===== src/rtl/fetch_decode_queue.sv =====
// ---------------------------------------------------------------------------
// fetch_decode_queue
//
// Elastic IF/ID boundary: a DEPTH-entry show-ahead FIFO between the fetch
// stage and the decode stage. Fetch pushes {instr, pc, pcplus4} with a
// valid/ready handshake. Decode sees the oldest entry combinationally on
// d_* and pops it with its own valid/ready handshake. A decode stall only
// back-pressures fetch once every entry is occupied.
//
// flush (branch mispredict / jump) empties the queue in one cycle and also
// discards any push or pop offered in the same cycle. While the queue is
// empty, d_* present a NOP bubble (NOP_INSTR, pc 0, pcplus4 0).
//
// Ports:
//   clk        in   rising-edge clock
//   rst        in   synchronous, active-high reset
//   flush      in   discard all entries and any same-cycle push/pop
//   f_valid    in   fetch presents an entry
//   f_ready    out  queue has a free slot (depends on state only)
//   f_instr    in   fetched instruction
//   f_pc       in   PC of the fetched instruction
//   f_pcplus4  in   PC+4 of the fetched instruction
//   d_valid    out  head entry is valid
//   d_ready    in   decode consumes the head entry this cycle
//   d_instr    out  head instruction, NOP_INSTR when empty
//   d_pc       out  head PC, 0 when empty
//   d_pcplus4  out  head PC+4, 0 when empty
//   count      out  number of occupied entries (registered)
// ---------------------------------------------------------------------------
module fetch_decode_queue #(
    parameter int                    DATA_WIDTH = 32,
    parameter int                    DEPTH      = 2,
    parameter logic [DATA_WIDTH-1:0] NOP_INSTR  = 32'h00000013
) (
    input  logic                          clk,
    input  logic                          rst,
    input  logic                          flush,

    input  logic                          f_valid,
    output logic                          f_ready,
    input  logic [DATA_WIDTH-1:0]         f_instr,
    input  logic [DATA_WIDTH-1:0]         f_pc,
    input  logic [DATA_WIDTH-1:0]         f_pcplus4,

    output logic                          d_valid,
    input  logic                          d_ready,
    output logic [DATA_WIDTH-1:0]         d_instr,
    output logic [DATA_WIDTH-1:0]         d_pc,
    output logic [DATA_WIDTH-1:0]         d_pcplus4,

    output logic [$clog2(DEPTH+1)-1:0]    count
);

    // Counter must hold 0..DEPTH; pointers 0..DEPTH-1 (at least one bit so
    // the DEPTH=1 case still has a legal vector).
    localparam int CW = $clog2(DEPTH + 1);
    localparam int PW = (DEPTH > 1) ? $clog2(DEPTH) : 1;

    localparam logic [CW-1:0] CNT_FULL = CW'(DEPTH);
    localparam logic [PW-1:0] PTR_LAST = PW'(DEPTH - 1);

    typedef struct packed {
        logic [DATA_WIDTH-1:0] instr;
        logic [DATA_WIDTH-1:0] pc;
        logic [DATA_WIDTH-1:0] pcplus4;
    } entry_t;

    entry_t          storage [DEPTH];
    logic [PW-1:0]   rd_ptr;
    logic [PW-1:0]   wr_ptr;
    logic [CW-1:0]   cnt;

    logic            push;
    logic            pop;
    logic [PW-1:0]   rd_ptr_nxt;
    logic [PW-1:0]   wr_ptr_nxt;

    // -----------------------------------------------------------------------
    // Handshake. f_ready looks only at cnt, so there is no combinational path
    // from d_ready to f_ready; a pop while full opens a slot one cycle later.
    // -----------------------------------------------------------------------
    assign f_ready = (cnt != CNT_FULL);
    assign d_valid = (cnt != '0);
    assign push    = f_valid && f_ready && !flush;
    assign pop     = d_valid && d_ready && !flush;
    assign count   = cnt;

    // Wrap by explicit compare: DEPTH need not be a power of two, so letting
    // the pointer overflow its bit width would skip or revisit slots.
    assign rd_ptr_nxt = (rd_ptr == PTR_LAST) ? '0 : rd_ptr + PW'(1);
    assign wr_ptr_nxt = (wr_ptr == PTR_LAST) ? '0 : wr_ptr + PW'(1);

    // -----------------------------------------------------------------------
    // Storage write.
    // NOTE: the entry array has no reset; cnt alone decides what is valid, and
    // leaving the data unreset keeps it a plain register file/RAM.
    // -----------------------------------------------------------------------
    always_ff @(posedge clk) begin
        if (push && !rst) begin
            storage[wr_ptr] <= '{instr: f_instr, pc: f_pc, pcplus4: f_pcplus4};
        end
    end

    // -----------------------------------------------------------------------
    // Pointer and occupancy update. Priority: rst > flush > push/pop.
    // NOTE: state registers use non-blocking assignments so every register
    // samples pre-edge values regardless of statement order.
    // -----------------------------------------------------------------------
    always_ff @(posedge clk) begin
        if (rst) begin
            rd_ptr <= '0;
            wr_ptr <= '0;
            cnt    <= '0;
        end else if (flush) begin
            rd_ptr <= '0;
            wr_ptr <= '0;
            cnt    <= '0;
        end else begin
            if (push) begin
                wr_ptr <= wr_ptr_nxt;
            end
            if (pop) begin
                rd_ptr <= rd_ptr_nxt;
            end
            // Simultaneous push and pop leaves the occupancy unchanged.
            if (push && !pop) begin
                cnt <= cnt + CW'(1);
            end else if (pop && !push) begin
                cnt <= cnt - CW'(1);
            end
        end
    end

    // -----------------------------------------------------------------------
    // Show-ahead output: head entry when occupied, NOP bubble when empty.
    // NOTE: every output gets a default before the conditional so no path
    // leaves it unassigned and no latch is inferred.
    // -----------------------------------------------------------------------
    always_comb begin
        d_instr   = NOP_INSTR;
        d_pc      = '0;
        d_pcplus4 = '0;
        if (d_valid) begin
            d_instr   = storage[rd_ptr].instr;
            d_pc      = storage[rd_ptr].pc;
            d_pcplus4 = storage[rd_ptr].pcplus4;
        end
    end

endmodule


===== config.mk =====
export PLATFORM = sky130hd
export DESIGN_NAME = fetch_decode_queue
export DESIGN_NICKNAME = d
export VERILOG_FILES = /design/src/rtl/fetch_decode_queue.sv
export SDC_FILE = /design/constraint.sdc
export NUM_CORES = 1
export LEC_CHECK = 0
export ABC_AREA = 1
export BUFFER_PORTS_ARGS = -buffer_cell sky130_fd_sc_hd__buf_2
export CAP_MARGIN = 10
export CORE_MARGIN = 2
export CORE_UTILIZATION = 35
export DETAILED_ROUTE_END_ITERATION = 12
export GPL_TIMING_DRIVEN = 0
export PLACE_DENSITY = 0.53
export SLEW_MARGIN = 5
export SYNTH_ARGS = -nofsm -noshare
export SYNTH_HDL_FRONTEND = slang
export SYNTH_SLANG_ARGS = --single-unit

===== constraint.sdc =====
create_clock -name clk -period 11.8 [get_ports clk]
set_clock_uncertainty 0.05 [all_clocks]
set_input_delay 0 -clock clk [delete_from_list [all_inputs] [get_ports clk]]
set_output_delay 0 -clock clk [all_outputs]
set_load 0.05 [all_outputs]

After elaboration in Yosys (flattened, before gate mapping)
Memories as Yosys holds them, arrays and structs flattened. A register that Yosys moved wholly into a read port is not among the register bits.
Index checks and enable logic that the tools add are counted.
Cells by class
  equal/unequal tests: 1
  multiplexer cells: 11
  add/sub/neg operators: 4
  reduce and logical (&&, ||, !) cells: 14
Operators with widths (number)
  $mux W32: 3
  $logic_and A1 B1 Y1: 7
  $mux W1: 6
  $logic_not A1 Y1: 4
  $mux W2: 2
  $reduce_bool A2 Y1: 2
  $add A1 B1 Y1 const B: 2
  $add A2 B1 Y2 const B: 1
  $ne A2 B2 Y1 const B: 1
  $reduce_or A2 Y1: 1
  $sub A2 B1 Y2 const B: 1
Word-level totals
  logic and storage cells: 34
  input port bits: 101
  output and inout bits: 100
  flip-flop bits (word level): 4
  memories: 1
  memory bits (writable): 192
Memory list
  storage: depth 2, bits a word 96, rd ports 1, clocked after memory_dff 1, write ports 1, line 68  | entry_t storage [DEPTH];

Longest topological paths before layout
  depth in word-level cells: 7
  mapped depth: 11
  gate-level depth less buffers: 11

Least setup slack after synthesis
Ideal clock, no wire load.
  kind: register to register
  start: reg cnt[0], in the netlist count[0]
  end: mem storage[0][0] in the netlist's numbering, enable pin
  required time: 11.081 ns
  path slack: 3.157 ns
  path buffers: 0
  clock period less this slack: 8.643 ns
  data arrival time: 7.924 ns
  setup time: 0.669 ns
  cell stages (with the launch flop): 5
  path through: dfxtp_1 inv_1 nand2_1 nand2_1 nor3_1
On the way
  word-level cells in the longest chain between the ends: 6
RTL lines
  start: declaration: line 71  | logic [CW-1:0] cnt;
  start signal: assignment: line 127  | cnt <= cnt + CW'(1);
  start signal: assignment: line 129  | cnt <= cnt - CW'(1);
  $ne A2 B2 Y1: line 82  | assign f_ready = (cnt != CNT_FULL);
  named net f_ready: line 40  | output logic f_ready,
  $logic_and A1 B1 Y1 (2 in series): line 84  | assign push = f_valid && f_ready && !flush;
  $logic_and A1 B1 Y1: line 99  | if (push && !rst) begin
  $mux W1: line 99
  $mux W1 (not written as such): line 100  | storage[wr_ptr] <= '{instr: f_instr, pc: f_pc, pcplus4: f_pcplus4};
  end: declaration: line 68
The timed path passes the listed nets, and every way through them passes these cells.

Worst setup path after layout
  start: reg cnt[0], in the netlist count[0]
  end: mem storage[0][37] in the netlist's numbering, enable pin
On the way
  word-level cells in the longest chain between the ends: 6
RTL lines (line)
  $ne A2 B2 Y1: 82
  $logic_and A1 B1 Y1 (2 in series): 84
  $logic_and A1 B1 Y1: 99
  $mux W1: 99
  $mux W1 (not written as such): 100
No other way between the ends.

==> impl_metrics.yaml <==
cells_and_area:
  register_area_um2: 5870
  syn2layout_area_growth_pct: 42.1
  final_cell_mix: "buf_2, edfxtp_1, nand2_1"
  fin_cells: 1179
  drive_gt1_share_pct: 35.2
  nFillCells: 1867
  num-nets-final: 993
  multi_input_area_um2: 1440
  diodes: 0
  final_common_cell: "buf_2"
  final_cell_area_um2: 10700
pwr:
  intPower_mw: 1.13
  seq_power_share_pct: 51.7
  total_power_mw: 1.52
  pwr-share-clk_pct: 36.8
  p_sw_share_pct: 25.9
  irDropWorstVdd_v: 0.0000944
  combPwrFrac_pct: 11.5
  switching_power_mw: 0.394
  p_leak_nw: 4.30
  p_per_area_nw_per_um2: 142
sta:
  max_slew.worst_pin.slew_ps: 893
  setup_viol: 0
  fmax_mhz: 420
  tns_ps: 0
  finalHoldViolCount: 0
  slew_headroom_pct: 40.1
  finalCritPeriodShare_pct: 20.2
  grt_setup_unrepaired: "false"
  min_period_ps: 2380
  slew_violations: 0
yosys:
  syn_inst: 550
  synth.avg_cell_area_um2: 13.7
  synth_xor_area_share_pct: 0
  syn_area_um2: 7550
  synth_nets: 652
  synth_top_family_by_area: "simple AND/OR/NAND/NOR gates"
  ys_types: 20
  synth_largest_area_cell: "edfxtp_1"
  synth_fa_ha_area_share_pct: 0.166
  synth_compound_area_share_pct: 7.34
  yosysSeqAreaShare_pct: 77.7
  yosysWarnings: 0
  ys_seq_elements: 197
  synth_top_area_share_pct: 76.4
  synthMuxAreaShare_pct: 0
  synth_simple_gate_area_share_pct: 11.4
  ys_top_cells_by_area: "edfxtp_1, nand2_1, a21oi_1"
die:
  die_width_um: 151
  design.die.area_um2: 22800
  core_area_um2: 21100
  fp.dieH_um: 151
  placementRows: 53
  start_util_pct: 35.8
  ios: 201
worst_setup_path:
  path_cells: "inv_1 > nand2_1 > nand2_1 > nor3_2 > buf_6 > buf_6 > buf_8"
  worstPathArrival_ps: 2470
  critPathMaxFanout: 11
  worstReg2RegStart: "count[0]$_SDFFE_PP0P_"
  critical_path_class: "flop to flop"
  r2r_end: "storage[0][37]$_DFFE_PP_"
  required_ps: 11890
  cp-end-kind: "flop"
  r2r_setup_slack_ps: 9420
  slowest_stage: "nor3_2"
  r2r_cells: 7
  startpoint: "count[0]$_SDFFE_PP0P_"
  critPathLaunchType: "flop"
  slowest_delay_ps: 700
clock_tree:
  cts.path.max_buffers: 2
  cts_tree: "built"
  cts_root_buf: "clkbuf_16"
  cts_resized: 0
  cts_buffers: 17
  postCtsSetupBuffers: 0
  cts_max_level: 4
  clock-sinks: 197
  clkLatencyLatePin_ps: 430
  postCtsHoldBufs: 103
  path_clk_slew_ps: 80
routing:
  drt_iter0_markers: 259
  drc: 0
  wire_per_inst_um: 15.3
  vias: 5333
  firstDrtPassIters: 4
  drt.antenna.violating_nets: 0
  wirelength_um: 18000
  drt-vias-per-instance: 4.52
min_path:
  min_path_cells: 2
  min-delay-start: "f_pcplus4[1]"
  min_to: "storage[1][1]$_DFFE_PP_"
  hp-class: "primary input to flop"
placement:
  io_buffers: 200
  dpl_cell_area_um2: 9120
  place_congestion: 0.722
  post-dp-hpwl_um: 12600
  placedCellCount: 1044
outcome:
  outcome: "finished, final reports clean"
global_routing:
  antenna_found_initial: 0
  overflow: 0
  first_global_vias: 5364
  grt_pass1_wl_um: 26900
  grt_max_degree: 21
  grt_usage_pct: 15.8
job:
  max-cap-violations: 0
-- how the worst max path moves through the flow --
stage	to	slack [ps]	cells past startpoint
final	storage[0][37]$_DFFE_PP_	9420	7
after floorplan	storage[0][0]$_DFFE_PP_	3160	4
after global placement	storage[1][30]$_DFFE_PP_	5	4
after CTS	storage[0][42]$_DFFE_PP_	9380	7
after detailed placement	storage[0][32]$_DFFE_PP_	9400	7
after global routing	storage[0][39]$_DFFE_PP_	9200	7
-- power by group through the flow --
stage          Clock [mW]  Combinational, mW  Sequential [mW]
4_1_cts             0.577              0.177            0.786
2_1_floorplan           0             0.0938            0.805
3_3_place_gp            0              0.143            0.807
6_report            0.559              0.175            0.786
3_5_place_dp            0              0.150            0.802
5_1_grt             0.604              0.187            0.787
-- registers in the layout, summed over array words and instances, names as in the netlist, named ones only --
signal	count
rd_ptr	1
count	2
storage	192
wr_ptr	1
-- metrics by stage --
step | setup WS [ps] | hold slack (ps) | util (%)
after floorplan | 3160 | 48.9 | -
after global placement | 5.34 | 137 | 42.2
after detailed placement | 9400 | 141 | 43.2
after CTS | 9380 | 214 | 50.9
after global routing | 9200 | 224 | 50.9
final | 9420 | 239 | 50.9
-- layer usage --
metal	GRT usage (%)	up-vias	part of all wire, %
met5	0	-	0
met4	5.37	0	1.6
met3	3.95	20	5.1
met2	27.1	141	50
met1	19.4	2555	43
li1	-	2617	-
-- synth_stat cells --
cell      instances
buf_6             6
buf_2            15
inv_1             7
a21oi_1          79
buf_8             1
dfxtp_1           5
o21ai_0           2
ha_1              1
nand2_1         182
nor3_1            2
nand3_1           5
buf_4             8
edfxtp_1        192
nand2_2          17
inv_4             1
a21oi_2          17
buf_1             1
nand3b_1          1
nor2_1            7
nor2_2            1
-- worst max-delay path: cells and delay by family, from the launching register on --
| family | cells | cell delay [ps] |
|---|---|---|
| DFF | 1 | 400 |
| buffers and inverters | 4 | 690 |
| and+or+nand+nor | 3 | 940 |
-- area by class of cell --
cell class              instances  share of cell area (%)
clock buffers                  17                    3.97
clock inverters                15                    1.46
well taps                     275                    3.21
plain buffers                  31                    2.06
repair buffers                322                    20.9
flip-flops and latches        197                    54.7
inverters                       8                   0.303
multi-input cells             314                    13.4
-- cell families (layout without fill, tap and decap cells) --
logic type / Yosys count / after routing
AND/OR/NAND/NOR: 215 / 215
adder cells (fa/ha/maj): 1 / 1
AO/OA/AOI/OAI: 98 / 98
flip-flops: 197 / 197
buffers and inverters: 39 / 393
No activity file was read; power rests on OpenSTA's default activity.
